## src/rtl/ahb3lite_timer.sv

```systemverilog
// AHB3-Lite timer peripheral: prescaled 32-bit up-counter with compare, sticky match
// flag and level interrupt. Zero-wait-state OKAY for legal accesses, two-cycle ERROR otherwise.
module ahb3lite_timer #(
  parameter int g_haddr_size     = 32,
  parameter int g_hdata_size     = 32,
  parameter int g_prescale_width = 16
) (
  input  logic                    hclk_i,
  input  logic                    hreset_n_i,
  input  logic                    hsel_i,
  input  logic [g_haddr_size-1:0] haddr_i,
  input  logic [g_hdata_size-1:0] hwdata_i,
  output logic [g_hdata_size-1:0] hrdata_o,
  input  logic                    hwrite_i,
  input  logic [2:0]              hsize_i,
  input  logic [2:0]              hburst_i,
  input  logic [3:0]              hprot_i,
  input  logic [1:0]              htrans_i,
  output logic                    hreadyout_o,
  input  logic                    hready_i,
  output logic                    hresp_o,
  output logic                    irq_o
);

  typedef enum logic [1:0] {
    ST_IDLE,
    ST_DATA,
    ST_ERR1,
    ST_ERR2
  } state_t;

  localparam logic [2:0] OFF_CTRL     = 3'd0;
  localparam logic [2:0] OFF_PRESCALE = 3'd1;
  localparam logic [2:0] OFF_COMPARE  = 3'd2;
  localparam logic [2:0] OFF_COUNT    = 3'd3;
  localparam logic [2:0] OFF_STATUS   = 3'd4;

  localparam logic [g_prescale_width-1:0] PSC_ONE = 1;

  state_t                      state;
  logic                        data_write;
  logic [2:0]                  data_off;

  logic                        ctrl_en;
  logic                        ctrl_auto_reload;
  logic                        ctrl_irq_en;
  logic [g_prescale_width-1:0] prescale;
  logic [31:0]                 compare;
  logic [31:0]                 count;
  logic                        match;
  logic [g_prescale_width-1:0] psc_cnt;

  logic                        accept;
  logic [2:0]                  addr_off;
  logic                        addr_legal;
  logic                        bus_wr;
  logic                        wr_ctrl;
  logic                        wr_prescale;
  logic                        wr_compare;
  logic                        wr_count;
  logic                        wr_status;
  logic                        tick;
  logic                        hit;
  logic                        unused_inputs;

  assign unused_inputs = ^{hburst_i, hprot_i, htrans_i[0], haddr_i[1:0],
                           haddr_i[g_haddr_size-1:5]};

  assign accept     = hsel_i & hready_i & htrans_i[1];
  assign addr_off   = haddr_i[4:2];
  assign addr_legal = (hsize_i == 3'b010) & (addr_off <= OFF_STATUS);

  // Bus FSM; hreadyout/hresp are registered alongside the state they belong to.
  always_ff @(posedge hclk_i or negedge hreset_n_i) begin
    if (!hreset_n_i) begin
      state       <= ST_IDLE;
      data_write  <= 1'b0;
      data_off    <= '0;
      hreadyout_o <= 1'b1;
      hresp_o     <= 1'b0;
    end else begin
      case (state)
        ST_ERR1: begin
          state       <= ST_ERR2;
          hreadyout_o <= 1'b1;
          hresp_o     <= 1'b1;
        end
        default: begin
          if (accept) begin
            data_write <= hwrite_i;
            data_off   <= addr_off;
            if (addr_legal) begin
              state       <= ST_DATA;
              hreadyout_o <= 1'b1;
              hresp_o     <= 1'b0;
            end else begin
              state       <= ST_ERR1;
              hreadyout_o <= 1'b0;
              hresp_o     <= 1'b1;
            end
          end else begin
            state       <= ST_IDLE;
            hreadyout_o <= 1'b1;
            hresp_o     <= 1'b0;
          end
        end
      endcase
    end
  end

  assign bus_wr      = (state == ST_DATA) & data_write;
  assign wr_ctrl     = bus_wr & (data_off == OFF_CTRL);
  assign wr_prescale = bus_wr & (data_off == OFF_PRESCALE);
  assign wr_compare  = bus_wr & (data_off == OFF_COMPARE);
  assign wr_count    = bus_wr & (data_off == OFF_COUNT);
  assign wr_status   = bus_wr & (data_off == OFF_STATUS);

  assign tick = ctrl_en & (psc_cnt == prescale);
  assign hit  = tick & (count == compare);

  always_ff @(posedge hclk_i or negedge hreset_n_i) begin
    if (!hreset_n_i) begin
      ctrl_en          <= 1'b0;
      ctrl_auto_reload <= 1'b0;
      ctrl_irq_en      <= 1'b0;
      prescale         <= '0;
      compare          <= '0;
      count            <= '0;
      match            <= 1'b0;
      psc_cnt          <= '0;
    end else begin
      if (wr_ctrl) begin
        ctrl_en          <= hwdata_i[0];
        ctrl_auto_reload <= hwdata_i[1];
        ctrl_irq_en      <= hwdata_i[2];
      end
      if (wr_prescale) prescale <= hwdata_i[g_prescale_width-1:0];
      if (wr_compare)  compare  <= hwdata_i[31:0];

      // Prescaler restarts on a PRESCALE write or when the timer is switched off.
      if (wr_prescale | (wr_ctrl & ctrl_en & ~hwdata_i[0])) begin
        psc_cnt <= '0;
      end else if (ctrl_en) begin
        psc_cnt <= tick ? '0 : psc_cnt + PSC_ONE;
      end

      if (wr_count) begin
        count <= hwdata_i[31:0];
      end else if (tick) begin
        count <= (hit & ctrl_auto_reload) ? '0 : count + 32'd1;
      end

      if (hit) begin
        match <= 1'b1;
      end else if (wr_status & hwdata_i[0]) begin
        match <= 1'b0;
      end
    end
  end

  always_comb begin
    hrdata_o = '0;
    if ((state == ST_DATA) && !data_write) begin
      case (data_off)
        OFF_CTRL:     hrdata_o = {{(g_hdata_size-3){1'b0}}, ctrl_irq_en, ctrl_auto_reload, ctrl_en};
        OFF_PRESCALE: hrdata_o = g_hdata_size'(prescale);
        OFF_COMPARE:  hrdata_o = compare;
        OFF_COUNT:    hrdata_o = count;
        OFF_STATUS:   hrdata_o = {{(g_hdata_size-1){1'b0}}, match};
        default:      hrdata_o = '0;
      endcase
    end
  end

  assign irq_o = match & ctrl_irq_en;

endmodule

```

## config.mk

```make
export PLATFORM = sky130hd
export DESIGN_NAME = ahb3lite_timer
export DESIGN_NICKNAME = d
export VERILOG_FILES = /design/src/rtl/ahb3lite_timer.sv
export SDC_FILE = /design/constraint.sdc
export NUM_CORES = 1
export LEC_CHECK = 0
export BUFFER_PORTS_ARGS = -buffer_cell sky130_fd_sc_hd__clkbuf_2
export CAP_MARGIN = 20
export CORE_MARGIN = 5
export CORE_UTILIZATION = 51
export DETAILED_ROUTE_END_ITERATION = 8
export PLACE_DENSITY_LB_ADDON = 0.12
export SETUP_SLACK_MARGIN = 0.4
export SYNTH_ARGS = -nofsm -noshare
export SYNTH_HDL_FRONTEND = slang
export SYNTH_SLANG_ARGS = --single-unit
export TNS_END_PERCENT = 30
```

## constraint.sdc

```tcl
create_clock -name hclk_i -period 2.3 [get_ports hclk_i]
set_input_delay 0.115 -clock hclk_i [delete_from_list [all_inputs] [get_ports hclk_i]]
set_output_delay 0.115 -clock hclk_i [all_outputs]
set_load 0.05 [all_outputs]
```

# Word level (Yosys, flattened, before mapping)

Cells that the tools add are included.

Bits in registers: 108
Input bits: 81
Output and inout bits: 35
Logic and storage cells: 70

$add $sub $neg: 2
Order comparisons: 1
Equal/unequal tests: 9
Mux-type cells: 19
Bitwise gates (word level): 19
Reductions and logical operators: 7

Operators by type and width:

| cell                                                             | count |
|---|---|
| 32-bit case mux with 5 select lines                              | 1 |
| 32-bit 2-to-1 mux                                                | 4 |
| 16-bit 2-to-1 mux                                                | 3 |
| 32-bit by 1-bit adder with 32-bit output (second input constant) | 1 |
| 32-bit == test                                                   | 1 |
| 16-bit by 1-bit adder with 16-bit output (second input constant) | 1 |
| 1-bit AND                                                        | 16 |
| 16-bit == test                                                   | 1 |
| 3-bit by 2-bit == test with 1-bit output (second input constant) | 3 |
| 1-bit 2-to-1 mux                                                 | 8 |
| 2-bit 2-to-1 mux                                                 | 3 |
| 2-bit nonzero test                                               | 3 |
| 3-bit by 1-bit == test with 1-bit output (second input constant) | 1 |
| 3-bit == test (second input constant)                            | 1 |
| 3-bit less-or-equal comparator (second input constant)           | 1 |
| 3-bit zero test                                                  | 1 |
| 2-bit by 1-bit == test with 1-bit output (second input constant) | 1 |
| 2-bit == test (second input constant)                            | 1 |
| 1-bit NOT                                                        | 2 |
| 2-bit AND reduction                                              | 1 |
| 1-bit logical AND                                                | 1 |
| 1-bit zero test                                                  | 1 |
| 1-bit bitwise OR                                                 | 1 |

# Longest topological paths before layout

Depth after elaboration: 7
Mapped depth: 9

# Worst setup path before layout

Ideal clock, no wire load.

Path type: flip-flop to flip-flop
Start: register psc_cnt[9]
End: register count[26]
Arrival time: 2.199 ns
Path slack: 0.020 ns
Stages on the path, launching flop included: 8
Clock period less this slack: 2.280 ns
Cells stage by stage: dfrtp_1 -> xor2_1 -> nand2b_1 -> or4_4 -> or2_0 -> buf_2 -> or4b_1 -> a31oi_1

Cells in the longest elaborated chain, start to end: 7
Elaborated cells between the ends (all ways): 8

RTL lines:

| element                  | RTL line | RTL |
|---|---|---|
| start: declaration       | 51       | `logic [g_prescale_width-1:0] psc_cnt;` |
| start signal: assignment | 144      | `psc_cnt <= tick ? '0 : psc_cnt + PSC_ONE;` |
| 16-bit == test *         | 118      | `assign tick = ctrl_en & (psc_cnt == prescale);` |
| 1-bit AND *              | 118      |  |
| 1-bit AND                | 119      | `assign hit = tick & (count == compare);` |
| 1-bit AND                | 150      | `count <= (hit & ctrl_auto_reload) ? '0 : count + 32'd1;` |
| 32-bit 2-to-1 mux        | 150      |  |
| 32-bit 2-to-1 mux        | 149      | `end else if (tick) begin` |
| 32-bit 2-to-1 mux        | 147      | `if (wr_count) begin` |
| end signal: assignment   | 148      | `count <= hwdata_i[31:0];` |
| end signal: assignment   | 150      |  |
| end: declaration         | 49       | `logic [31:0] count;` |

Every way passes the cells marked *; elsewhere a longest branch is shown, timed or not. The select of a mux whose other input is x is not followed.
A chain may end at the register's enable or synchronous reset.

# Worst setup path in the final report

Start: register prescale[4]
End: register count[24]

Cells in the longest elaborated chain, start to end: 7
Elaborated cells between the ends (all ways): 8

RTL lines:

| element                  | RTL line | RTL |
|---|---|---|
| start: declaration       | 47       | `logic [g_prescale_width-1:0] prescale;` |
| start signal: assignment | 137      | `if (wr_prescale) prescale <= hwdata_i[g_prescale_width-1:0];` |
| 16-bit == test *         | 118      |  |
| 1-bit AND *              | 118      |  |
| 1-bit AND                | 119      |  |
| 1-bit AND                | 150      |  |
| 32-bit 2-to-1 mux        | 150      |  |
| 32-bit 2-to-1 mux        | 149      |  |
| 32-bit 2-to-1 mux        | 147      |  |

Marks and branches as above.

==> results.toml <==
[logic_synthesis]
synth_cells = 714
synth_common_cells = "dfrtp_1 (106), nor2_1 (96), mux2_2 (68), xor2_1 (53), clkbuf_1 (43)"
syn_area_per_cell_um2 = 9.26
synth_edf_count = 0
ys_types = 54
synth_async_sr_flop_share = 1.00
synth_seq_cells = 107
yosysSeqAreaShare = 0.405
netlist_top_cells_area = "dfrtp_1 (40%), mux2_2 (12%), xor2_1 (7.0%)"
synth_area_um2 = 6610
yosys.area.top_type = "dfrtp_1"
syn_nets = 797
synth_top_area_frac = 0.401
yosysWarnings = 0
synth_flop_cell = "dfrtp_1"
yosysMostFrequentCell = "dfrtp_1"

[cells_and_area]
drive_above_1_share = 0.460
insertedDiodeCount = 0
final_util = 0.760
nNetsFinal = 961
fin_cells = 1054
area_growth_pct = 45.7

[power_and_ir_drop]
p_per_area_nw_per_um2 = 1090
pwr-share-clk = 0.164
swShare = 0.414
p_int_uw = 6170
combPwrFrac = 0.519
seq_power_share = 0.317
switchingPower_uw = 4360
ir_worst_vdd_uv = 1100
p_leak_uw = 0.00395

[grt]
antenna_found_initial = 0
grt_max_degree = 46
grt_pass1_vias = 6403
overflow = 0
grt_use_total = 0.288
grt_pass1_wl_mm = 34.0

[route]
wl_mm = 22.1
post_drt_via_cell_ratio = 6.12
post_drt_wl_per_cell_um = 20.9
drt_iter0_drc = 647
drtPass1Iterations = 6
route.vias.total = 6455
drc = 0
ant_nets = 0

[placed_design]
post-place-cells = 1011
dp_hpwl_mm = 15.2
place.gp.congestion = 0.957
io_buffers = 78

[die]
die-area_um2 = 15300
die_h_um = 124
row_count = 41
initial_core_util = 0.522
ios = 116
fp.dieW_um = 124
core_area_um2 = 12700

[timing]
worstMarginPinSlew_ns = 0.716
skew_ns = 0.0129
slew_violations = 0
final.setup.worst_slack_ns = -0.0742
timing.final.crit_share = 1.03
fmax_ghz = 0.421
rsz0062_at_grt = "true"
fin_crit_ns = 2.37
slew_headroom = 0.523
setup_viol = 8
hold_viol_final = 0

[clocking]
cts_buffer_depth = 2
htree_num_levels = 3
cts_buffers = 9
clkTransAtPathRegs_ns = 0.08
cts_sinks = 107
clk_latency_ns = 0.36
cts_root_buf = "clkbuf_16"
cts_tree = "built"

[worst_setup_path]
critPathKind = "reg2reg"
ff2ff_setup_slack_ns = -0.07
worstPathMaxFanout = 4
cp-start-kind = "flop"
cp_data_required_time_ns = 2.58
worstPathArrival_ns = 2.66
r2r.worst_path.cells = 7
cp-end-kind = "flop"

[run]
drv_cap = 0

[worst_hold_path]
holdPathStages = 2
hold_class = "in2reg"

[status]
violations = "negative setup slack"
status = "finished with violations"
-- what timing repair did --
| action | 4_1_cts | 5_1_grt |
|---|---|---|
| setup endpoints to repair | 81 | 81 |
| endpoints found under the hold margin | 45 | 0 |
| hold buffers | 7 | 0 |
| gates resized for setup | 58 | 137 |
| gates cloned | 0 | 0 |
| setup buffers | 16 | 5 |
| pin swaps | 23 | 83 |
-- sequential cells by signal, indices dropped and copies added (netlist names) --
register          count
compare              32
count                32
prescale             16
psc_cnt              16
data_off              3
ctrl_auto_reload      1
ctrl_en               1
ctrl_irq_en           1
data_write            1
hreadyout_o           1
hresp_o               1
match                 1
state                 1
-- cell families after synthesis --
family | count (synthesis) | synth area share
compound gates | 139 | 0.138
xor+xnor | 60 | 0.0806
fa+ha+maj | 2 | 0.00379
buf+inv | 59 | 0.0341
flops | 107 | 0.405
mux | 72 | 0.126
simple gates | 275 | 0.212
-- worst max-delay path: stages, from the launching register on --
cell and delay, ns:
dfrtp_1 0.41, xor2_1 0.19, or4_4 0.55, nor4_2 0.26
buf_4 0.17, o311a_4 0.21, or3b_1 0.35, a31oi_1 0.16
-- cells in the final DEF (no fill, tap or decap), drive strengths merged, types with 3 or more instances in the layout --
cell type,n
clkbuf,64
nor4,15
nor2,96
xnor2,7
nand2b,6
nor3,11
a21oi,26
inv,11
a22oi,39
o22a,3
nor4b,3
dlygate4sd3,7
nand3b,3
or4,4
o31ai,3
xor2,53
nand3,23
and2,17
dfrtp,106
or3,3
a21o,3
nand4b,3
and3,8
buf,140
o21ai,22
mux2,68
nand2,42
and4,6
a31oi,27
nor2b,5
nand4,23
-- metal layers --
| layer | track usage | part of all wire | vias up |
|---|---|---|---|
| li1 | - | - | 2929 |
| met1 | 0.389 | 0.42 | 3204 |
| met2 | 0.471 | 0.49 | 276 |
| met3 | 0.0590 | 0.069 | 46 |
| met4 | 0.0824 | 0.023 | 0 |
| met5 | 0 | 0 | - |
-- area by class of cell --
cell class                      count  area (um^2)
Tap cell                          172          215
Clock buffer                       10          239
Multi-Input combinational cell    548         4320
Clock inverter                      5         85.1
Fill cell                         893         3040
Inverter                           11         45.0
Sequential cell                   107         2690
Timing Repair Buffer              201         2050
-- per-stage QoR --
stage	cell area, um^2	setup WS [ns]	total power (uW)	setup TNS [ns]	hold WS, ns
4_1_cts	9050	-0.0431	9650	-0.0431	0.00540
3_3_place_gp	8250	-0.0762	7300	-0.306	0.130
5_1_grt	9630	-0.137	11000	-1.44	0.00773
3_5_place_dp	8250	-0.0914	7440	-0.273	0.139
2_1_floorplan	6670	0.107	5720	0	-0.181
6_report	9630	-0.0742	10500	-0.241	0.0125
-- final timing paths --
| kind | from | to |
|---|---|---|
| hold reg to reg | ctrl_irq_en | ctrl_irq_en |
| min in group asynchronous | hreset_n_i | compare[9] |
| setup reg to reg | prescale[4] | count[24] |
| setup / recovery | prescale[4] | count[24] |
| max in group asynchronous | hreset_n_i | hreadyout_o |
| hold / removal | hwdata_i[29] | compare[29] |
-- power by group through the flow --
stage                     logic (uW)  clock network (uW)  registers [uW]
final                           5460                1720            3340
after global routing            5800                1830            3410
after CTS                       4660                1750            3250
after detailed placement        4190                   0            3250
after global placement          4090                   0            3200
after floorplan                 2590                   0            3130
Note: power is estimated with default switching activity, not from simulation.
